--- src/rtl/rs_alu_queue_pkg.sv ---
// Shared types for the ALU reservation station.
package rs_alu_queue_pkg;

  localparam int unsigned GPR_SIZE           = 64;
  localparam int unsigned ROB_IDX_SIZE       = 5;
  localparam int unsigned RS_DEFAULT_ENTRIES = 8;
  localparam int unsigned RS_IDX_SIZE        = $clog2(RS_DEFAULT_ENTRIES);

  typedef enum logic [3:0] {
    FuOpAdd, FuOpSub, FuOpAnd, FuOpOrr, FuOpEor,
    FuOpLsl, FuOpLsr, FuOpAsr, FuOpMov, FuOpCmp
  } fu_op_t;

  typedef struct packed {
    logic n;
    logic z;
    logic c;
    logic v;
  } nzcv_t;

  typedef struct packed {
    logic                    valid;
    fu_op_t                  op;
    logic                    a_ready;
    logic [GPR_SIZE-1:0]     val_a;
    logic [ROB_IDX_SIZE-1:0] a_tag;
    logic                    b_ready;
    logic [GPR_SIZE-1:0]     val_b;
    logic [ROB_IDX_SIZE-1:0] b_tag;
    logic                    nzcv_ready;
    nzcv_t                   nzcv;
    logic [ROB_IDX_SIZE-1:0] nzcv_tag;
    logic                    set_nzcv;
    logic [ROB_IDX_SIZE-1:0] dst;
  } rs_entry_t;

endpackage

--- src/rtl/rs_alu_queue_age_matrix.sv ---
// Age matrix: age_q[i][j] = 1 means slot i was allocated after slot j.
// Picks the single oldest slot among the request vector.
module rs_age_matrix #(
  parameter int unsigned Entries = 8
) (
  input  logic               clk_i,
  input  logic               rst_ni,
  input  logic [Entries-1:0] alloc_i,
  input  logic [Entries-1:0] req_i,
  output logic [Entries-1:0] oldest_o
);

  logic [Entries-1:0] age_q [Entries];
  logic [Entries-1:0] age_d [Entries];

  // New allocation becomes younger than everyone; nobody stays younger than it.
  always_comb begin
    for (int unsigned i = 0; i < Entries; i++) age_d[i] = age_q[i];
    for (int unsigned i = 0; i < Entries; i++) begin
      if (alloc_i[i]) begin
        age_d[i] = '1;
        for (int unsigned j = 0; j < Entries; j++) begin
          if (j != i) age_d[j][i] = 1'b0;
        end
      end
    end
  end

  // A requester is oldest when no other requester is older than it.
  always_comb begin
    for (int unsigned i = 0; i < Entries; i++) begin
      oldest_o[i] = req_i[i];
      for (int unsigned j = 0; j < Entries; j++) begin
        if (j != i && req_i[j] && age_q[i][j]) oldest_o[i] = 1'b0;
      end
    end
  end

  // Age state register.
  always_ff @(posedge clk_i or negedge rst_ni) begin
    if (!rst_ni) begin
      for (int unsigned i = 0; i < Entries; i++) age_q[i] <= '0;
    end else begin
      for (int unsigned i = 0; i < Entries; i++) age_q[i] <= age_d[i];
    end
  end

endmodule

--- src/rtl/rs_alu_queue.sv ---
// ALU reservation station: buffers dispatched ops, snoops the CDB for operands
// and flags, and issues the oldest ready op to the ALU with registered outputs.
module rs_alu_queue
  import rs_alu_queue_pkg::*;
#(
  parameter int unsigned RS_ENTRIES = RS_DEFAULT_ENTRIES
) (
  input  logic                    in_clk,
  input  logic                    in_rst_n,
  input  logic                    in_dispatch_valid,
  input  fu_op_t                  in_dispatch_fu_op,
  input  logic                    in_dispatch_a_ready,
  input  logic [GPR_SIZE-1:0]     in_dispatch_val_a,
  input  logic [ROB_IDX_SIZE-1:0] in_dispatch_a_tag,
  input  logic                    in_dispatch_b_ready,
  input  logic [GPR_SIZE-1:0]     in_dispatch_val_b,
  input  logic [ROB_IDX_SIZE-1:0] in_dispatch_b_tag,
  input  logic                    in_dispatch_nzcv_ready,
  input  nzcv_t                   in_dispatch_nzcv,
  input  logic [ROB_IDX_SIZE-1:0] in_dispatch_nzcv_tag,
  input  logic                    in_dispatch_set_nzcv,
  input  logic [ROB_IDX_SIZE-1:0] in_dispatch_dst_rob_index,
  input  logic                    in_cdb_valid,
  input  logic [ROB_IDX_SIZE-1:0] in_cdb_rob_index,
  input  logic [GPR_SIZE-1:0]     in_cdb_value,
  input  logic                    in_cdb_set_nzcv,
  input  nzcv_t                   in_cdb_nzcv,
  input  logic                    in_fu_ready,
  input  logic                    in_flush,
  output logic                    out_dispatch_ready,
  output logic                    out_fu_start,
  output fu_op_t                  out_fu_op,
  output logic [GPR_SIZE-1:0]     out_fu_val_a,
  output logic [GPR_SIZE-1:0]     out_fu_val_b,
  output logic [ROB_IDX_SIZE-1:0] out_fu_dst_rob_index,
  output logic                    out_fu_set_nzcv,
  output nzcv_t                   out_fu_nzcv
);

  localparam int unsigned IdxW = $clog2(RS_ENTRIES);

  rs_entry_t               ent_q [RS_ENTRIES];
  rs_entry_t               ent_d [RS_ENTRIES];
  rs_entry_t               new_ent;
  logic [RS_ENTRIES-1:0]   rdy, oldest, alloc, valid_d;
  logic [IdxW-1:0]         free_idx;
  logic                    accept, issue;
  logic                    dispatch_ready_q, dispatch_ready_d;
  logic                    fu_start_q, fu_set_nzcv_q;
  fu_op_t                  fu_op_q, sel_op;
  logic [GPR_SIZE-1:0]     fu_val_a_q, fu_val_b_q, sel_val_a, sel_val_b;
  logic [ROB_IDX_SIZE-1:0] fu_dst_q, sel_dst;
  nzcv_t                   fu_nzcv_q, sel_nzcv;
  logic                    sel_set_nzcv;

  rs_age_matrix #(
    .Entries(RS_ENTRIES)
  ) u_age (
    .clk_i   (in_clk),
    .rst_ni  (in_rst_n),
    .alloc_i (alloc),
    .req_i   (rdy),
    .oldest_o(oldest)
  );

  // Readiness from registered state only, so a wakeup issues one edge later.
  always_comb begin
    for (int unsigned i = 0; i < RS_ENTRIES; i++) begin
      rdy[i] = ent_q[i].valid & ent_q[i].a_ready & ent_q[i].b_ready & ent_q[i].nzcv_ready;
    end
  end

  // Lowest-index free slot (descending scan, last hit wins).
  always_comb begin
    free_idx = '0;
    for (int i = RS_ENTRIES - 1; i >= 0; i--) begin
      if (!ent_q[i].valid) free_idx = IdxW'(i);
    end
  end

  // Handshakes, allocation vector and incoming entry with same-cycle CDB bypass.
  always_comb begin
    accept = in_dispatch_valid & dispatch_ready_q & ~in_flush;
    issue  = in_fu_ready & (|rdy) & ~in_flush;
    alloc  = '0;
    if (accept) alloc[free_idx] = 1'b1;

    new_ent            = '0;
    new_ent.valid      = 1'b1;
    new_ent.op         = in_dispatch_fu_op;
    new_ent.a_ready    = in_dispatch_a_ready;
    new_ent.val_a      = in_dispatch_val_a;
    new_ent.a_tag      = in_dispatch_a_tag;
    new_ent.b_ready    = in_dispatch_b_ready;
    new_ent.val_b      = in_dispatch_val_b;
    new_ent.b_tag      = in_dispatch_b_tag;
    new_ent.nzcv_ready = in_dispatch_nzcv_ready;
    new_ent.nzcv       = in_dispatch_nzcv;
    new_ent.nzcv_tag   = in_dispatch_nzcv_tag;
    new_ent.set_nzcv   = in_dispatch_set_nzcv;
    new_ent.dst        = in_dispatch_dst_rob_index;
    if (in_cdb_valid) begin
      if (!in_dispatch_a_ready && in_dispatch_a_tag == in_cdb_rob_index) begin
        new_ent.a_ready = 1'b1;
        new_ent.val_a   = in_cdb_value;
      end
      if (!in_dispatch_b_ready && in_dispatch_b_tag == in_cdb_rob_index) begin
        new_ent.b_ready = 1'b1;
        new_ent.val_b   = in_cdb_value;
      end
      if (!in_dispatch_nzcv_ready && in_cdb_set_nzcv &&
          in_dispatch_nzcv_tag == in_cdb_rob_index) begin
        new_ent.nzcv_ready = 1'b1;
        new_ent.nzcv       = in_cdb_nzcv;
      end
    end
  end

  // Per-slot next state: wakeup, then issue free, then allocate, flush last.
  always_comb begin
    for (int unsigned i = 0; i < RS_ENTRIES; i++) begin
      ent_d[i] = ent_q[i];
      if (in_cdb_valid && ent_q[i].valid) begin
        if (!ent_q[i].a_ready && ent_q[i].a_tag == in_cdb_rob_index) begin
          ent_d[i].a_ready = 1'b1;
          ent_d[i].val_a   = in_cdb_value;
        end
        if (!ent_q[i].b_ready && ent_q[i].b_tag == in_cdb_rob_index) begin
          ent_d[i].b_ready = 1'b1;
          ent_d[i].val_b   = in_cdb_value;
        end
        if (!ent_q[i].nzcv_ready && in_cdb_set_nzcv && ent_q[i].nzcv_tag == in_cdb_rob_index) begin
          ent_d[i].nzcv_ready = 1'b1;
          ent_d[i].nzcv       = in_cdb_nzcv;
        end
      end
      if (issue && oldest[i]) ent_d[i].valid = 1'b0;
      if (alloc[i])           ent_d[i] = new_ent;
      if (in_flush)           ent_d[i].valid = 1'b0;
      valid_d[i] = ent_d[i].valid;
    end
    dispatch_ready_d = ~(&valid_d);
  end

  // Field mux for the one-hot oldest ready slot.
  always_comb begin
    sel_op       = FuOpAdd;
    sel_val_a    = '0;
    sel_val_b    = '0;
    sel_dst      = '0;
    sel_set_nzcv = 1'b0;
    sel_nzcv     = '0;
    for (int unsigned i = 0; i < RS_ENTRIES; i++) begin
      if (oldest[i]) begin
        sel_op       = ent_q[i].op;
        sel_val_a    = ent_q[i].val_a;
        sel_val_b    = ent_q[i].val_b;
        sel_dst      = ent_q[i].dst;
        sel_set_nzcv = ent_q[i].set_nzcv;
        sel_nzcv     = ent_q[i].nzcv;
      end
    end
  end

  // Slot storage, dispatch-ready flag and registered issue port.
  always_ff @(posedge in_clk or negedge in_rst_n) begin
    if (!in_rst_n) begin
      for (int unsigned i = 0; i < RS_ENTRIES; i++) ent_q[i] <= '0;
      dispatch_ready_q <= 1'b1;
      fu_start_q       <= 1'b0;
      fu_op_q          <= FuOpAdd;
      fu_val_a_q       <= '0;
      fu_val_b_q       <= '0;
      fu_dst_q         <= '0;
      fu_set_nzcv_q    <= 1'b0;
      fu_nzcv_q        <= '0;
    end else begin
      for (int unsigned i = 0; i < RS_ENTRIES; i++) ent_q[i] <= ent_d[i];
      dispatch_ready_q <= dispatch_ready_d;
      fu_start_q       <= issue;
      if (issue) begin
        fu_op_q       <= sel_op;
        fu_val_a_q    <= sel_val_a;
        fu_val_b_q    <= sel_val_b;
        fu_dst_q      <= sel_dst;
        fu_set_nzcv_q <= sel_set_nzcv;
        fu_nzcv_q     <= sel_nzcv;
      end
    end
  end

  assign out_dispatch_ready   = dispatch_ready_q;
  assign out_fu_start         = fu_start_q;
  assign out_fu_op            = fu_op_q;
  assign out_fu_val_a         = fu_val_a_q;
  assign out_fu_val_b         = fu_val_b_q;
  assign out_fu_dst_rob_index = fu_dst_q;
  assign out_fu_set_nzcv      = fu_set_nzcv_q;
  assign out_fu_nzcv          = fu_nzcv_q;

endmodule

--- config.mk ---
export PLATFORM = sky130hd
export DESIGN_NAME = rs_alu_queue
export DESIGN_NICKNAME = d
export VERILOG_FILES = /design/src/rtl/rs_alu_queue_pkg.sv /design/src/rtl/rs_alu_queue_age_matrix.sv /design/src/rtl/rs_alu_queue.sv
export SDC_FILE = /design/constraint.sdc
export NUM_CORES = 2
export LEC_CHECK = 0
export BUFFER_PORTS_ARGS = -buffer_cell sky130_fd_sc_hd__buf_2
export CORE_MARGIN = 2
export CORE_UTILIZATION = 25
export CTS_CLUSTER_DIAMETER = 50
export DETAILED_ROUTE_END_ITERATION = 8
export GPL_TIMING_DRIVEN = 0
export HOLD_SLACK_MARGIN = 0.08
export REMOVE_ABC_BUFFERS = 1
export SYNTH_ARGS = -nofsm -noshare
export SYNTH_HDL_FRONTEND = slang
export SYNTH_SLANG_ARGS = --single-unit
export TNS_END_PERCENT = 100
--- constraint.sdc ---
create_clock -name in_clk -period 3.4 [get_ports in_clk]
set_clock_uncertainty 0.15 [all_clocks]
set_input_delay 0.34 -clock in_clk [delete_from_list [all_inputs] [get_ports in_clk]]
set_output_delay 0.34 -clock in_clk [all_outputs]
set_load 0.03 [all_outputs]
==> impl_results.md <==
* WHS at 0.1405 ns
* Crit Path Category: reg -> reg
* Post-synth EDFFs at 0
* CTS max path bufs at 4
* Synth Area per Inst at 8.733 sq um
* Min Tclk post-route at 3.500 ns
* Routed Wire Length at 339800 um
* Startpoint type of the worst setup path: register
* FP Rows at 194
* Clock Sinks at 1488
* Synth top area share at 53.17%
* First-pass GRT wire length at 476500 um
* Layout area overhead at 26.72%
* Slew Limit Fails at 8
* Sequential cell area at 0.03725 sq mm
* Status: finished, violations left
* Sequential share of the synthesized area at 53.21%
* Failing checks: max-capacitance violations, max-slew violations, negative setup slack
* Vias per std cell at 5.783
* GPL Wtd Cong at 0.8113
* Die height at 533.1 um
* Ratio of cells with drive above 1 in the final layout at 14.05%
* CP endpoint kind: register
* Leading cell type in the layout, fill and taps excluded: nor2_1
* Main flop type after synthesis: dfrtp_1
* RSZ-0062 raised after global routing: yes
* Vias in the first global route at 68970
* Synth Warn # at 0
* Final setup margin at -0.09963 ns
* Synth area leaders: dfrtp_1, nor2_1, o22ai_1
* Inserted Clock Buffers at 187
* Clk_lat worst skew at 0.90 ns
* VDD IR max at 0.0004160 V
* Root Buffer: clkbuf_16
* Worst path arrival time at 4.16 ns
* Filler Cells Inserted at 28180
* Fmax at 285.7 MHz
* PortBufs at 383
* Initial antenna violation count at 65
* Initial DRC Count at 10110
* Detail Route Antenna Nets at 0
* Highest-count cells in the layout ignoring fill and taps: nor2_1, dfrtp_1, o22ai_1
* Post-route DRC violation count at 0
* Library cells used by synthesis at 60
* Max-cap violation count at 1
* Core Region at 0.2789 sq mm
* TritonCTS clock tree: built
* Slew @ Worst Pin at 1.579 ns
* Multi-input gate area at 0.02980 sq mm
* Power Dens Cells at 565.3 mW/mm^2
* DR pass1 iterations at 9
* Post-synth ARST share at 100.0%
* Synth Register Bits at 1488
* Tot Pwr at 50.13 mW
* Area post-placement at 0.07778 sq mm
* Die width at 533.1 um
* Final setup viols at 27
* Worst slew margin at -6.029%
* Die area at 0.2842 sq mm
* Number of levels in the clock H-tree at 4
* Largest net degree at the start of global routing at 165
* Fin. Hold Viols at 0
* IO Count at 384
* Via count at 70290
* Starting density of the core at 25.09%
* Final instance area at 0.08868 sq mm
* Clock transition at path regs at 0.06 ns
* Fin crit share at 102.9%
* Total GRT Usage at 22.37%
* Top cell type by total area after synthesis: dfrtp_1
* Mapped Area at 0.06998 sq mm
* Critical path peak fanout at 60
* Worst Hold Class: in -> reg
* Grt total ovfl at 0
* Cells after synthesis at 8014
* Critical Path RT at 4.06 ns
* Drt wl/cell at 27.95 um
* Detailed placer's ending HPWL at 197000 um
* P_leak at 40.92 nW
* Nets at 8513
## registers in the layout, indices dropped and copies added, names as in the netlist
name / cells
ent_q: 1288
out_dispatch_ready: 1
out_fu_dst_rob_index: 5
out_fu_nzcv: 4
out_fu_op: 4
out_fu_set_nzcv: 1
out_fu_start: 1
out_fu_val_a: 64
out_fu_val_b: 64
u_age.age_q: 56
## cell families after synthesis
logic type	count (synthesis)	synth area share [%]
flip-flops	1488	53.21
buffers and inverters	991	5.721
multiplexers	1	0.01430
XOR/XNOR	135	1.690
AND/OR/NAND/NOR	3458	19.18
AO/OA/AOI/OAI	1941	20.18
## per-stage QoR
step | TNS, ns | std cells | setup slack (ns) | util [%]
after floorplan | -2085.97 | 7096 | -5.276 | -
after global placement | - | 11200 | -31.24 | 26.11
after detailed placement | -672.41 | 11400 | -1.011 | 27.89
after CTS | -0.1142 | 12070 | -0.1142 | 31.38
after global routing | -0.3334 | 12150 | -0.07529 | 31.79
final | -0.9391 | 12160 | -0.09963 | 31.80
## cells in the mapped netlist (4+ instances only)
library cell / instances
nor2_1: 2528
dfrtp_1: 1487
o22ai_1: 1024
nand2_1: 786
clkbuf_1: 596
a221oi_1: 287
buf_1: 172
a221o_1: 162
o221ai_1: 142
o32ai_1: 142
buf_2: 123
xnor2_1: 94
a21oi_1: 91
inv_1: 73
xor2_1: 41
o21ai_0: 37
nor4_1: 24
nand4_1: 22
nor3b_1: 22
a22oi_1: 21
buf_4: 16
or2_2: 15
and4_1: 13
nand3_1: 11
buf_6: 9
a22o_1: 7
nand4b_1: 6
o21ai_1: 5
a21boi_0: 4
and3_1: 4
nor2b_1: 4
o211ai_1: 4
## routing by layer
layer,share of wire [%],global-route usage [%],vias to the layer above
met5,0.071,0,-
met1,38,28.26,34730
met3,13,7.566,1318
met2,43,33.82,5495
met4,5.8,11.48,38
li1,-,-,28710
## critical path, cell delays in order, from the launching register on
cell and delay [ns]:
dfrtp_2 0.48, and4_4 0.20, buf_12 0.13, nor4_4 0.32, a211o_4 0.22, buf_16 0.24
buf_16 0.23, inv_16 0.14, a211o_1 0.36, nand2_1 0.09, nand2_1 0.07, or4_4 0.56
## where the power goes
part / internal (mW) / switching, mW / total (mW)
logic: 2.70 / 5.49 / 8.18
clock network: 11.5 / 8.39 / 19.9
registers: 20.3 / 1.70 / 22.0
## area by class of cell
type / instances / area share, %
Antenna cell: 18 / 0.05079
Clock buffer: 256 / 5.896
Clock inverter: 74 / 0.8846
Inverter: 73 / 0.3316
Multi-Input combinational cell: 5556 / 33.61
Sequential cell: 1488 / 42.00
Tap cell: 3724 / 5.254
Timing Repair Buffer: 967 / 11.97
## path summary, 6_finish.rpt
check / from / end / cells past startpoint / slack, ns
worst max-delay path: ent_q[1126] / out_dispatch_ready / 11 / -0.1
worst min-delay path: in_dispatch_dst_rob_index[2] / ent_q[163] / 4 / 0.14
worst max register to register: ent_q[1126] / out_dispatch_ready / 11 / -0.1
worst min register to register: ent_q[164] / ent_q[164] / 2 / 0.33
max in group asynchronous: in_rst_n / ent_q[438] / 12 / 0.41
min in group asynchronous: in_rst_n / ent_q[330] / 9 / 0.54
## repair_timing
item,in CTS,in global routing
endpoints found under the hold margin,1627,75
setup endpoints to repair,1056,578
pin swaps,29,19
hold buffers,245,5
buffers inserted,63,53
resized for setup,70,27
cloned,24,14
No activity file was read; power rests on OpenSTA's default activity.
